<file path="src/rtl/regfile_pkg.sv">
// Shared constants and helpers for the parametrised register file.
// Imported by the interface, the busy scoreboard and the top.
package regfile_pkg;

    localparam int DEFAULT_DATA_WIDTH = 32;
    localparam int DEFAULT_ADDR_WIDTH = 4;

    localparam int unsigned ZERO_ADDR = 0;

    // An address is writable/reservable unless it is the hard-wired zero register.
    function automatic logic is_writable(input int unsigned addr, input logic zero_reg);
        return !(zero_reg && (addr == ZERO_ADDR));
    endfunction

endpackage

</file>
<file path="src/rtl/regfile_if.sv">
// Decode/writeback-facing bus of the register file: two read ports,
// one write port, a reservation port and the busy scoreboard status.
interface regfile_if
    import regfile_pkg::*;
#(
    parameter int DATA_WIDTH = DEFAULT_DATA_WIDTH,
    parameter int ADDR_WIDTH = DEFAULT_ADDR_WIDTH
);

    logic [ADDR_WIDTH-1:0] read_register1;
    logic [ADDR_WIDTH-1:0] read_register2;
    logic [DATA_WIDTH-1:0] read_data1;
    logic [DATA_WIDTH-1:0] read_data2;
    logic                  read_busy1;
    logic                  read_busy2;

    logic                  reg_write;
    logic [ADDR_WIDTH-1:0] write_register;
    logic [DATA_WIDTH-1:0] write_data;

    logic                  reserve_en;
    logic [ADDR_WIDTH-1:0] reserve_register;
    logic                  flush;

    logic [ADDR_WIDTH:0]   busy_count;

    modport master (
        output read_register1, read_register2,
        input  read_data1, read_data2, read_busy1, read_busy2,
        output reg_write, write_register, write_data,
        output reserve_en, reserve_register, flush,
        input  busy_count
    );

    modport slave (
        input  read_register1, read_register2,
        output read_data1, read_data2, read_busy1, read_busy2,
        input  reg_write, write_register, write_data,
        input  reserve_en, reserve_register, flush,
        output busy_count
    );

endinterface

</file>
<file path="src/rtl/regfile_scoreboard.sv">
// Per-register busy bits: flush beats write/reserve, reserve beats write on
// the same address. busy_count is the popcount of the updated vector.
module regfile_scoreboard
    import regfile_pkg::*;
#(
    parameter int ADDR_WIDTH = DEFAULT_ADDR_WIDTH,
    parameter int ZERO_REG   = 1,
    localparam int NUM_REGS  = 2**ADDR_WIDTH
) (
    input  logic                  clock,
    input  logic                  reset_n,
    input  logic                  write_en,
    input  logic [ADDR_WIDTH-1:0] write_addr,
    input  logic                  reserve_en,
    input  logic [ADDR_WIDTH-1:0] reserve_addr,
    input  logic                  flush,
    output logic [NUM_REGS-1:0]   busy,
    output logic [ADDR_WIDTH:0]   busy_count
);

    localparam logic ZERO_EN = (ZERO_REG != 0);

    logic                  wr_ok;
    logic                  rsv_ok;
    logic [NUM_REGS-1:0]   busy_next;
    logic [ADDR_WIDTH:0]   count_next;

    assign wr_ok  = write_en   && is_writable(32'(write_addr),   ZERO_EN);
    assign rsv_ok = reserve_en && is_writable(32'(reserve_addr), ZERO_EN);

    // Reserve is applied after the write clear so a same-address pair ends busy.
    always_comb begin
        busy_next = busy;
        if (flush) begin
            busy_next = '0;
        end else begin
            if (wr_ok)  busy_next[write_addr]   = 1'b0;
            if (rsv_ok) busy_next[reserve_addr] = 1'b1;
        end
    end

    always_comb begin
        count_next = '0;
        for (int i = 0; i < NUM_REGS; i++)
            count_next = count_next + {{ADDR_WIDTH{1'b0}}, busy_next[i]};
    end

    always_ff @(posedge clock or negedge reset_n) begin
        if (!reset_n) begin
            busy       <= '0;
            busy_count <= '0;
        end else begin
            busy       <= busy_next;
            busy_count <= count_next;
        end
    end

endmodule

</file>
<file path="src/rtl/regfile_param.sv">
// Parametrised GPR file: two combinational read ports, one write port,
// optional zero register and write-to-read bypass, plus busy scoreboard.
module regfile_param
    import regfile_pkg::*;
#(
    parameter int DATA_WIDTH = DEFAULT_DATA_WIDTH,
    parameter int ADDR_WIDTH = DEFAULT_ADDR_WIDTH,
    parameter int ZERO_REG   = 1,
    parameter int BYPASS     = 1
) (
    input logic       clock,
    input logic       reset_n,
    regfile_if.slave  bus
);

    localparam int   NUM_REGS  = 2**ADDR_WIDTH;
    localparam logic ZERO_EN   = (ZERO_REG != 0);
    localparam logic BYPASS_EN = (BYPASS != 0);

    logic [DATA_WIDTH-1:0] regs [NUM_REGS];
    logic [NUM_REGS-1:0]   busy;
    logic                  wr_ok;

    assign wr_ok = bus.reg_write && is_writable(32'(bus.write_register), ZERO_EN);

    // Reset clears the whole array, so an in-flight write in that cycle is lost.
    always_ff @(posedge clock or negedge reset_n) begin
        if (!reset_n) begin
            for (int i = 0; i < NUM_REGS; i++)
                regs[i] <= '0;
        end else if (wr_ok) begin
            regs[bus.write_register] <= bus.write_data;
        end
    end

    regfile_scoreboard #(
        .ADDR_WIDTH (ADDR_WIDTH),
        .ZERO_REG   (ZERO_REG)
    ) u_scoreboard (
        .clock        (clock),
        .reset_n      (reset_n),
        .write_en     (bus.reg_write),
        .write_addr   (bus.write_register),
        .reserve_en   (bus.reserve_en),
        .reserve_addr (bus.reserve_register),
        .flush        (bus.flush),
        .busy         (busy),
        .busy_count   (bus.busy_count)
    );

    logic [1:0][ADDR_WIDTH-1:0] raddr;

    assign raddr[0] = bus.read_register1;
    assign raddr[1] = bus.read_register2;

    for (genvar p = 0; p < 2; p++) begin : g_port
        logic [DATA_WIDTH-1:0] data;
        logic                  bsy;
        logic                  hit;

        // Bypass is masked by reset so held reset reads zero everywhere.
        assign hit = BYPASS_EN && reset_n && wr_ok && (bus.write_register == raddr[p]);

        always_comb begin
            data = regs[raddr[p]];
            bsy  = busy[raddr[p]];
            if (hit) begin
                data = bus.write_data;
                bsy  = 1'b0;
            end
            if (!is_writable(32'(raddr[p]), ZERO_EN)) begin
                data = '0;
                bsy  = 1'b0;
            end
        end
    end

    assign bus.read_data1 = g_port[0].data;
    assign bus.read_busy1 = g_port[0].bsy;
    assign bus.read_data2 = g_port[1].data;
    assign bus.read_busy2 = g_port[1].bsy;

endmodule

</file>
<file path="src/flat_wrapper.sv">
// flat-port wrapper written by rule: the top's interface ports become plain ports
module regfile_param_flat import regfile_pkg::*;
#(
    parameter int DATA_WIDTH = DEFAULT_DATA_WIDTH,
    parameter int ADDR_WIDTH = DEFAULT_ADDR_WIDTH,
    parameter int ZERO_REG   = 1,
    parameter int BYPASS     = 1
)
  (clock, reset_n, bus_read_register1, bus_read_register2, bus_read_data1, bus_read_data2, bus_read_busy1, bus_read_busy2, bus_reg_write, bus_write_register, bus_write_data, bus_reserve_en, bus_reserve_register, bus_flush, bus_busy_count);
  regfile_if #(.DATA_WIDTH(DATA_WIDTH), .ADDR_WIDTH(ADDR_WIDTH)) bus_i ();
  input logic clock;
  input logic reset_n;
  input wire logic [$bits(bus_i.read_register1)-1:0] bus_read_register1;
  input wire logic [$bits(bus_i.read_register2)-1:0] bus_read_register2;
  output wire logic [$bits(bus_i.read_data1)-1:0] bus_read_data1;
  output wire logic [$bits(bus_i.read_data2)-1:0] bus_read_data2;
  output wire logic [$bits(bus_i.read_busy1)-1:0] bus_read_busy1;
  output wire logic [$bits(bus_i.read_busy2)-1:0] bus_read_busy2;
  input wire logic [$bits(bus_i.reg_write)-1:0] bus_reg_write;
  input wire logic [$bits(bus_i.write_register)-1:0] bus_write_register;
  input wire logic [$bits(bus_i.write_data)-1:0] bus_write_data;
  input wire logic [$bits(bus_i.reserve_en)-1:0] bus_reserve_en;
  input wire logic [$bits(bus_i.reserve_register)-1:0] bus_reserve_register;
  input wire logic [$bits(bus_i.flush)-1:0] bus_flush;
  output wire logic [$bits(bus_i.busy_count)-1:0] bus_busy_count;
  assign bus_i.read_register1 = bus_read_register1;
  assign bus_i.read_register2 = bus_read_register2;
  assign bus_read_data1 = bus_i.read_data1;
  assign bus_read_data2 = bus_i.read_data2;
  assign bus_read_busy1 = bus_i.read_busy1;
  assign bus_read_busy2 = bus_i.read_busy2;
  assign bus_i.reg_write = bus_reg_write;
  assign bus_i.write_register = bus_write_register;
  assign bus_i.write_data = bus_write_data;
  assign bus_i.reserve_en = bus_reserve_en;
  assign bus_i.reserve_register = bus_reserve_register;
  assign bus_i.flush = bus_flush;
  assign bus_busy_count = bus_i.busy_count;
  regfile_param #(.DATA_WIDTH(DATA_WIDTH), .ADDR_WIDTH(ADDR_WIDTH), .ZERO_REG(ZERO_REG), .BYPASS(BYPASS)) u_core (.clock(clock), .reset_n(reset_n), .bus(bus_i));
endmodule
</file>
<file path="config.mk">
export PLATFORM = sky130hd
export DESIGN_NAME = regfile_param_flat
export DESIGN_NICKNAME = d
export VERILOG_FILES = /design/src/rtl/regfile_pkg.sv /design/src/rtl/regfile_if.sv /design/src/rtl/regfile_scoreboard.sv /design/src/rtl/regfile_param.sv /design/src/flat_wrapper.sv
export SDC_FILE = /design/constraint.sdc
export NUM_CORES = 1
export LEC_CHECK = 0
export CAP_MARGIN = 15
export CORE_MARGIN = 2
export CORE_UTILIZATION = 33
export CTS_CLUSTER_DIAMETER = 40
export DETAILED_ROUTE_END_ITERATION = 10
export SLEW_MARGIN = 25
export SYNTH_ARGS = -nofsm -noshare
export SYNTH_HDL_FRONTEND = slang
export SYNTH_SLANG_ARGS = --single-unit
</file>
<file path="constraint.sdc">
create_clock -name clock -period 4.9 [get_ports clock]
set_input_delay 0.98 -clock clock [delete_from_list [all_inputs] [get_ports clock]]
set_output_delay 0.98 -clock clock [all_outputs]
set_load 0.1 [all_outputs]
</file>
==> results of run 1 <==
==> critical path, stage by stage <==
cell,delay (ps)
clkdlybuf4s50_1,410
nand3b_1,180
or3_2,500
a22oi_2,190
nor2_2,80
fa_1,490
inv_1,50
fa_1,470
fa_1,430
fa_1,510
inv_1,70
ha_1,270
a21o_1,150
a21oi_1,170
xnor2_1,140
==> cells by family after synthesis <==
| group | after synthesis |
|---|---|
| mux | 934 |
| xor+xnor | 10 |
| fa+ha+maj | 15 |
| buf+inv | 234 |
| flops | 533 |
| compound gates | 96 |
| simple gates | 74 |
==> state kept, by name (all words and copies together) (netlist names) <==
| name | flops |
|---|---|
| u_core.regs | 512 |
| u_core.u_scoreboard.busy | 16 |
| u_core.u_scoreboard.busy_count | 5 |
==> power groups by stage <==
stage | clock [W] | sequential [W] | combinational, W
after global placement | 0 | 0.00590 | 0.00505
final | 0.00729 | 0.00599 | 0.00511
after floorplan | 0 | 0.00582 | 0.00371
after detailed placement | 0 | 0.00603 | 0.00514
after CTS | 0.00742 | 0.00597 | 0.00516
after global routing | 0.00762 | 0.00611 | 0.00535
==> cells in the mapped netlist (all sizes together) <==
cell,instances,share of area [%]
and2,2,0.041
ha,5,0.20
mux2i,190,6.2
and3b,1,0.029
inv,14,0.17
a22oi,4,0.098
buf,122,3.7
xnor2,1,0.029
nor2b,6,0.12
o21ai,9,0.15
nor2,19,0.23
a21oi,14,0.23
a21o,5,0.12
and3,2,0.041
dlymetal6s2s,3,0.12
clkbuf,67,1.2
nand2,15,0.18
nand3,7,0.11
fa,10,0.65
mux2,480,18
nand4,2,0.041
nand2b,5,0.10
dfrtp,533,44
nor3b,2,0.049
xor2,9,0.26
dlygate4sd1,28,0.80
mux4,264,22
nor4,4,0.082
a22o,64,1.8
or3,2,0.041
nand3b,7,0.17
==> layout by cell type (no fill, tap or decap), drive strengths merged, types with 10 or more instances in the layout <==
master           n
dfrtp          533
mux2           480
mux4           264
mux2i          190
buf            157
clkbuf         114
a22o            64
clkdlybuf4s50   48
inv             31
clkinv          20
bufinv          19
nor2            19
nand2           15
a21oi           14
clkinvlp        12
fa              10
==> routing by layer <==
metal / vias up / wire [um]
li1: 7648 / -
met1: 9848 / 38180
met2: 521 / 40890
met3: 122 / 3962
met4: 0 / 1937
met5: - / 0
==> area by class of cell <==
class / instances / area [um^2] / share of cell area (%)
Tap cell: 1243 / 1555 / 4.218
Clock inverter: 68 / 959.7 / 2.603
Sequential cell: 533 / 13340 / 36.17
Inverter: 14 / 52.55 / 0.1425
Clock buffer: 112 / 2616 / 7.095
Multi-Input combinational cell: 1129 / 15570 / 42.22
Timing Repair Buffer: 207 / 2783 / 7.547
==> stage by stage <==
stage / area [um^2] / power, W / std cells
2_1_floorplan: 30670 / 0.009535 / 1896
5_1_grt: 36870 / 0.01908 / 3306
3_5_place_dp: 33260 / 0.01118 / 3125
6_report: 36870 / 0.01838 / 3306
4_1_cts: 36840 / 0.01855 / 3305
3_3_place_gp: 33210 / 0.01095 / 3123
==> worst max-delay path by stage <==
stage | from | endpoint | slack [ps] | cells after the start
floorplan | bus_write_register[1] | u_core.u_scoreboard.busy_count[1] | -60 | 15
global placement | bus_write_register[1] | u_core.u_scoreboard.busy_count[3] | -280 | 15
detailed placement | bus_write_register[1] | u_core.u_scoreboard.busy_count[3] | -350 | 15
CTS | bus_write_register[1] | u_core.u_scoreboard.busy_count[3] | 300 | 15
global route | bus_write_register[0] | u_core.u_scoreboard.busy_count[3] | 130 | 15
finish | bus_write_register[1] | u_core.u_scoreboard.busy_count[3] | 320 | 15
==> results.md, run 1 <==
- Status: finished, final reports clean
- RePlAce Congestion: 0.8249
- Global-route wire length before repair: 127.3 mm
- Final Cycle Share: 93.50%
- Num ports: 124
- Fmax: 0.2183 GHz
- Die width: 308.7 um
- Worst slew margin: 26.99%
- Drt pass-1 iters: 5
- Site row count: 111
- Cts hold-fix bufs: 0
- Psw: 0.005597 W
- Fin worst setup slack: 318.3 ps
- Core ar.: 0.09180 mm^2
- Leakage dissipation: 16.06 nW
- Drt initial violations: 1111
- WL/cell: 25.70 um
- Cells after Synth: 1896
- Post-layout util: 40.17%
- Met3 Use GR: 3.035%
- R2R setup slack: 1220 ps
- Kind of critical path: primary input to flip-flop
- Clk_lat worst skew: 620 ps
- CTS Buf Count: 96
- Met2 usage: 29.05%
- Post-cts resize count: 0
- Setup TNS Final: 0 ps
- Worst vdd ir: 237.7 uV
- #FFs+latches synth: 533
- Yosys warns: 0
- Internal: 0.01279 W
- Slew Limit Fails: 0
- Sw frac: 30.44%
- Vias per cell: 5.487
- Die area: 0.09529 mm^2
- Synth Area in Simple Gates: 1.250%
- Syn nets: 1964
- Final antenna-violating net count: 0
- CP max FO: 2
- CTS clk-pin slew, worst paths: 50 ps
- Adder-cell share of the synthesized area: 0.8577%
- Overflow after GRT: 0
- GR Util met1: 24.38%
- Largest family of logic cells by synthesized area: multiplexers
- Syn_area_per_cell: 16.16 um^2
- PortBufs: 123
- Required @ worst endpoint: 5430 ps
- CTS root buffer: clkbuf_16
- Overall die height: 308.7 um
- Worst Skew: 6.528 ps
- Initial antenna violation count: 1
- Fin Hold WS: 159.4 ps
- Post-synthesis sequential area ratio: 43.54%
- CTS H-tree lvls: 3
- Final net count: 2049
- Compound-gate portion of the synthesized area: 2.426%
- Post-synthesis cell area: 0.03064 mm^2
- Clock Power Share: 39.7%
- Area growth syn-to-layout: 20.36%
- CTS tree: yes
- Max-cap viol count: 0
- Final WL: 84.97 mm
- Share of layout cells above drive strength 1: 46.92%
- Largest net degree at the start of global routing: 194
- Final hold viol count: 0
- Clk buf depth: 3
- Antenna diode count: 0
- Combinational share of power: 27.8%
- Final HPWL DP: 48.90 mm
- Reg2reg start: u_core.u_scoreboard.busy[11]
- Starting density of the core: 33.37%
- Worst hold-check path type: primary input to async pin
- Postcts setup bufs: 0
- # fillers: 8246
- Vias in the first global route: 19720
- CTS sink count: 533
- Power density over cell area: 498.6 mW/mm^2
- GR Util All Layers: 17.82%
- DRC: 0
- GR peak layer: met2
- Final Setup Violations: 0
- Total number of vias: 18140
- Setup crit start kind: primary input
- FF-to-FF path depth: 14
- Slew @ Worst Pin: 1095 ps
- Synth Area in XOR/XNOR: 0.2859%
- Place WS: -351.6 ps
- Arrival @ worst endpoint: 5110 ps
- Multiplexer area fraction after synthesis: 45.61%
- Fin crit period: 4582 ps
- Sequential power share: 32.6%
- Worst reg2reg endpoint: u_core.u_scoreboard.busy_count[3]
- Library cells used by synthesis: 40
- Worst setup EP type: flip-flop
- RSZ-0062 raised after global routing: no
Power figures use the tool's default switching activity.
==> inputs of run 2 (changes only) <==
--- a/config.mk
+++ b/config.mk
@@ -10,6 +10,7 @@
 export CORE_UTILIZATION = 33
 export CTS_CLUSTER_DIAMETER = 40
 export DETAILED_ROUTE_END_ITERATION = 10
+export GPL_TIMING_DRIVEN = 0
 export SLEW_MARGIN = 25
 export SYNTH_ARGS = -nofsm -noshare
 export SYNTH_HDL_FRONTEND = slang
==> run 2 against run 1 <==
Effect of this change: global-route usage grew 2.4 points; critical path depth down 9; routed wire length is 13% higher; combinational power down 7.0%; count of clock-buffer cells in the layout is 9 higher; clock skew grew 31 ps; sequential cell count unchanged; setup slack got worse by 210 ps; sequential power hardly changed; final area is 0.48% higher.
==> results.md, run 2 (synthesis results as in run 1) <==
- Most frequent cells in the layout: 533 x dfrtp_1, 480 x mux2_2, 190 x mux2i_1
- Share of layout cells above drive strength 1: 45.95% (-0.97 points)
- Critical path startpoint: bus_read_register1[3]
- Multi-input gate area: 0.01551 mm^2 (-0.40%)
- Commonest non-fill, non-tap cell in the layout: dfrtp_1
- Reg2reg start: u_core.u_scoreboard.busy[13]
- Site row count: 111 (unchanged)
- Fmax: 0.2087 GHz (-4.4%)
- Capture point of the worst path: bus_read_busy1
- # fillers: 8331 (+1.0%)
- Metal-1 WL: 40.98 mm (+7.3%)
- Worst slew margin: 28.67% (+1.7 points)
- DRC: 0 (unchanged)
- RePlAce Congestion: 0.8326 (+0.93%)
- CTS H-tree lvls: 3 (unchanged)
- Final hold viol count: 0 (unchanged)
- PortBufs: 110 (-11%)
- Internal: 0.01205 W (-5.8%)
- Setup TNS Final: 0 ps (unchanged)
- Initial antenna violation count: 7 (+6)
- CTS Buf Count: 98 (+2.1%)
- Worst Skew: 37.76 ps (+31.23 ps)
- Combinational share of power: 26.7% (-1.1 points)
- Setup crit start kind: primary input
- Die width: 308.7 um (unchanged)
- Slew @ Worst Pin: 1066 ps (-29.12 ps)
- Register area: 0.01334 mm^2 (unchanged)
- Biggest regs: u_core.regs: 512 flops, u_core.u_scoreboard.busy: 16 flops, u_core.u_scoreboard.busy_count: 5 flops
- Place WS: -1204 ps (-852.2 ps)
- Final net count: 2180 (+6.4%)
- Area growth syn-to-layout: 20.94%
- Global-route wire length before repair: 140.8 mm (+11%)
- Core ar.: 0.09180 mm^2 (unchanged)
- Status: finished, final reports clean
- Num ports: 124 (unchanged)
- Biggest register: u_core.regs
- Leakage dissipation: 16.33 nW (+1.7%)
- GR Util All Layers: 20.25% (+2.4 points)
- R2R setup slack: 1170 ps (-50 ps)
- Fin crit period: 4793 ps (+210.9 ps)
- Fin worst setup slack: 107.5 ps (-210.9 ps)
- Worst reg2reg endpoint: u_core.u_scoreboard.busy_count[4]
- Final Cycle Share: 97.81% (+4.3 points)
- Clk buf depth: 3 (unchanged)
- Power density over cell area: 480.2 mW/mm^2 (-3.7%)
- Final Cell Area: 0.03705 mm^2 (+0.48%)
- DP Area: 0.03350 mm^2 (+0.71%)
- Top routing layer used: met5
- RSZ-0062 raised after global routing: no
- Max-cap viol count: 0 (unchanged)
- Total number of vias: 19140 (+5.5%)
- Drt pass-1 iters: 5 (unchanged)
- WL met2: 45.59 mm (+11%)
- Sequential power share: 33.7% (+1.1 points)
- Worst hold-check path type: primary input to async pin
- WL/cell: 27.90 um (+8.6%)
- Worst setup EP type: output pin
- Vias in the first global route: 20500 (+4.0%)
- Kind of critical path: primary input to output pin
- Required @ worst endpoint: 3920 ps (-1510 ps)
- Worst vdd ir: 267.5 uV (+13%)
- Die area: 0.09529 mm^2 (unchanged)
- Clk_lat worst skew: 660 ps (+40 ps)
- Arrival @ worst endpoint: 3810 ps (-1300 ps)
- CTS tree: yes
- Max reg flops: 512 (unchanged)
- CTS sink count: 533 (unchanged)
- Final HPWL DP: 64.48 mm (+32%)
- Largest net degree at the start of global routing: 98 (-49%)
- Overall die height: 308.7 um (unchanged)
- Slew Limit Fails: 0 (unchanged)
- Clock Power Share: 39.6% (about the same)
- FF-to-FF path depth: 13 (-1)
- WL met3: 6.107 mm (+54%)
- Overflow after GRT: 0 (unchanged)
- Psw: 0.005747 W (+2.7%)
- Vias per cell: 5.561 (+1.4%)
- Final Setup Violations: 0 (unchanged)
- Fin Hold WS: 239.3 ps (+79.96 ps)
- Post-layout util: 40.36% (+0.19 points)
- Starting density of the core: 33.37% (unchanged)
- CTS clk-pin slew, worst paths: 50 ps (about the same)
- Final antenna-violating net count: 0 (unchanged)
- Drt initial violations: 1572 (+41%)
- CTS root buffer: clkbuf_16
- Sw frac: 32.30% (+1.9 points)
- CP max FO: 10 (+8)
- Final WL: 96.01 mm (+13%)
-- run 2: cell count changes in the layout (fill, tap and decap cells not counted), moves of 27 or more --
cell,delta
buf_4,-59
clkbuf_1,+53
buf_2,+63
dlygate4sd1_1,+28
buf_12,-68
buf_6,+27
clkdlybuf4s15_2,+55
-- run 2: worst min path at each step --
stage / to / slack, ps / cells past startpoint
2_1_floorplan: u_core.regs[480] / 440 / 1
6_report: u_core.regs[263] / 240 / 1
3_5_place_dp: u_core.regs[507] / 460 / 1
5_1_grt: u_core.regs[421] / 270 / 1
4_1_cts: u_core.regs[263] / 250 / 1
3_3_place_gp: u_core.regs[503] / 450 / 1
-- run 2: what timing repair did --
action	4_1_cts	5_1_grt
pin swaps	1	0
hold buffers	0	0
resized for setup	206	18
buffers inserted	1	0
setup endpoints to repair	70	10
-- run 2: critical path, cell delays in order --
cell and delay (ps):
buf_2 300, buf_4 270, clkbuf_1 690, mux4_2 340, nor2b_1 310, dlygate4sd2_1 910
-- run 2: area by class of cell --
class                      instances  share of cell area, %
antenna                            2                0.01351
buffer                           219                  4.903
clock buffer                     121                  7.234
clock inverter                    63                  2.114
inverter                          14                 0.1418
multi-input combinational       1129                  41.85
sequential                       533                  36.00
tap                             1243                  4.198
timing repair buffer             117                  3.546
-- run 2: through the flow --
| stage | total power (W) | std cells |
|---|---|---|
| final | 0.01779 | 3441 |
| after floorplan | 0.009535 | 1896 |
| after global routing | 0.01846 | 3440 |
| after global placement | 0.01065 | 3249 |
| after detailed placement | 0.01087 | 3255 |
| after CTS | 0.01793 | 3439 |
-- run 2: power by group through the flow --
stage	clock network [W]	registers [W]	logic (W)
global placement	0	0.00593	0.00472
detailed placement	0	0.00604	0.00483
global route	0.00736	0.00611	0.00499
floorplan	0	0.00582	0.00371
finish	0.00704	0.00600	0.00475
CTS	0.00715	0.00597	0.00480
-- run 2: routing by layer --
metal / GRT usage [%] / up-vias
li1: - / 7932
met1: 26.73 / 10350
met2: 32.66 / 650
met3: 4.631 / 196
met4: 7.294 / 12
met5: 0 / -
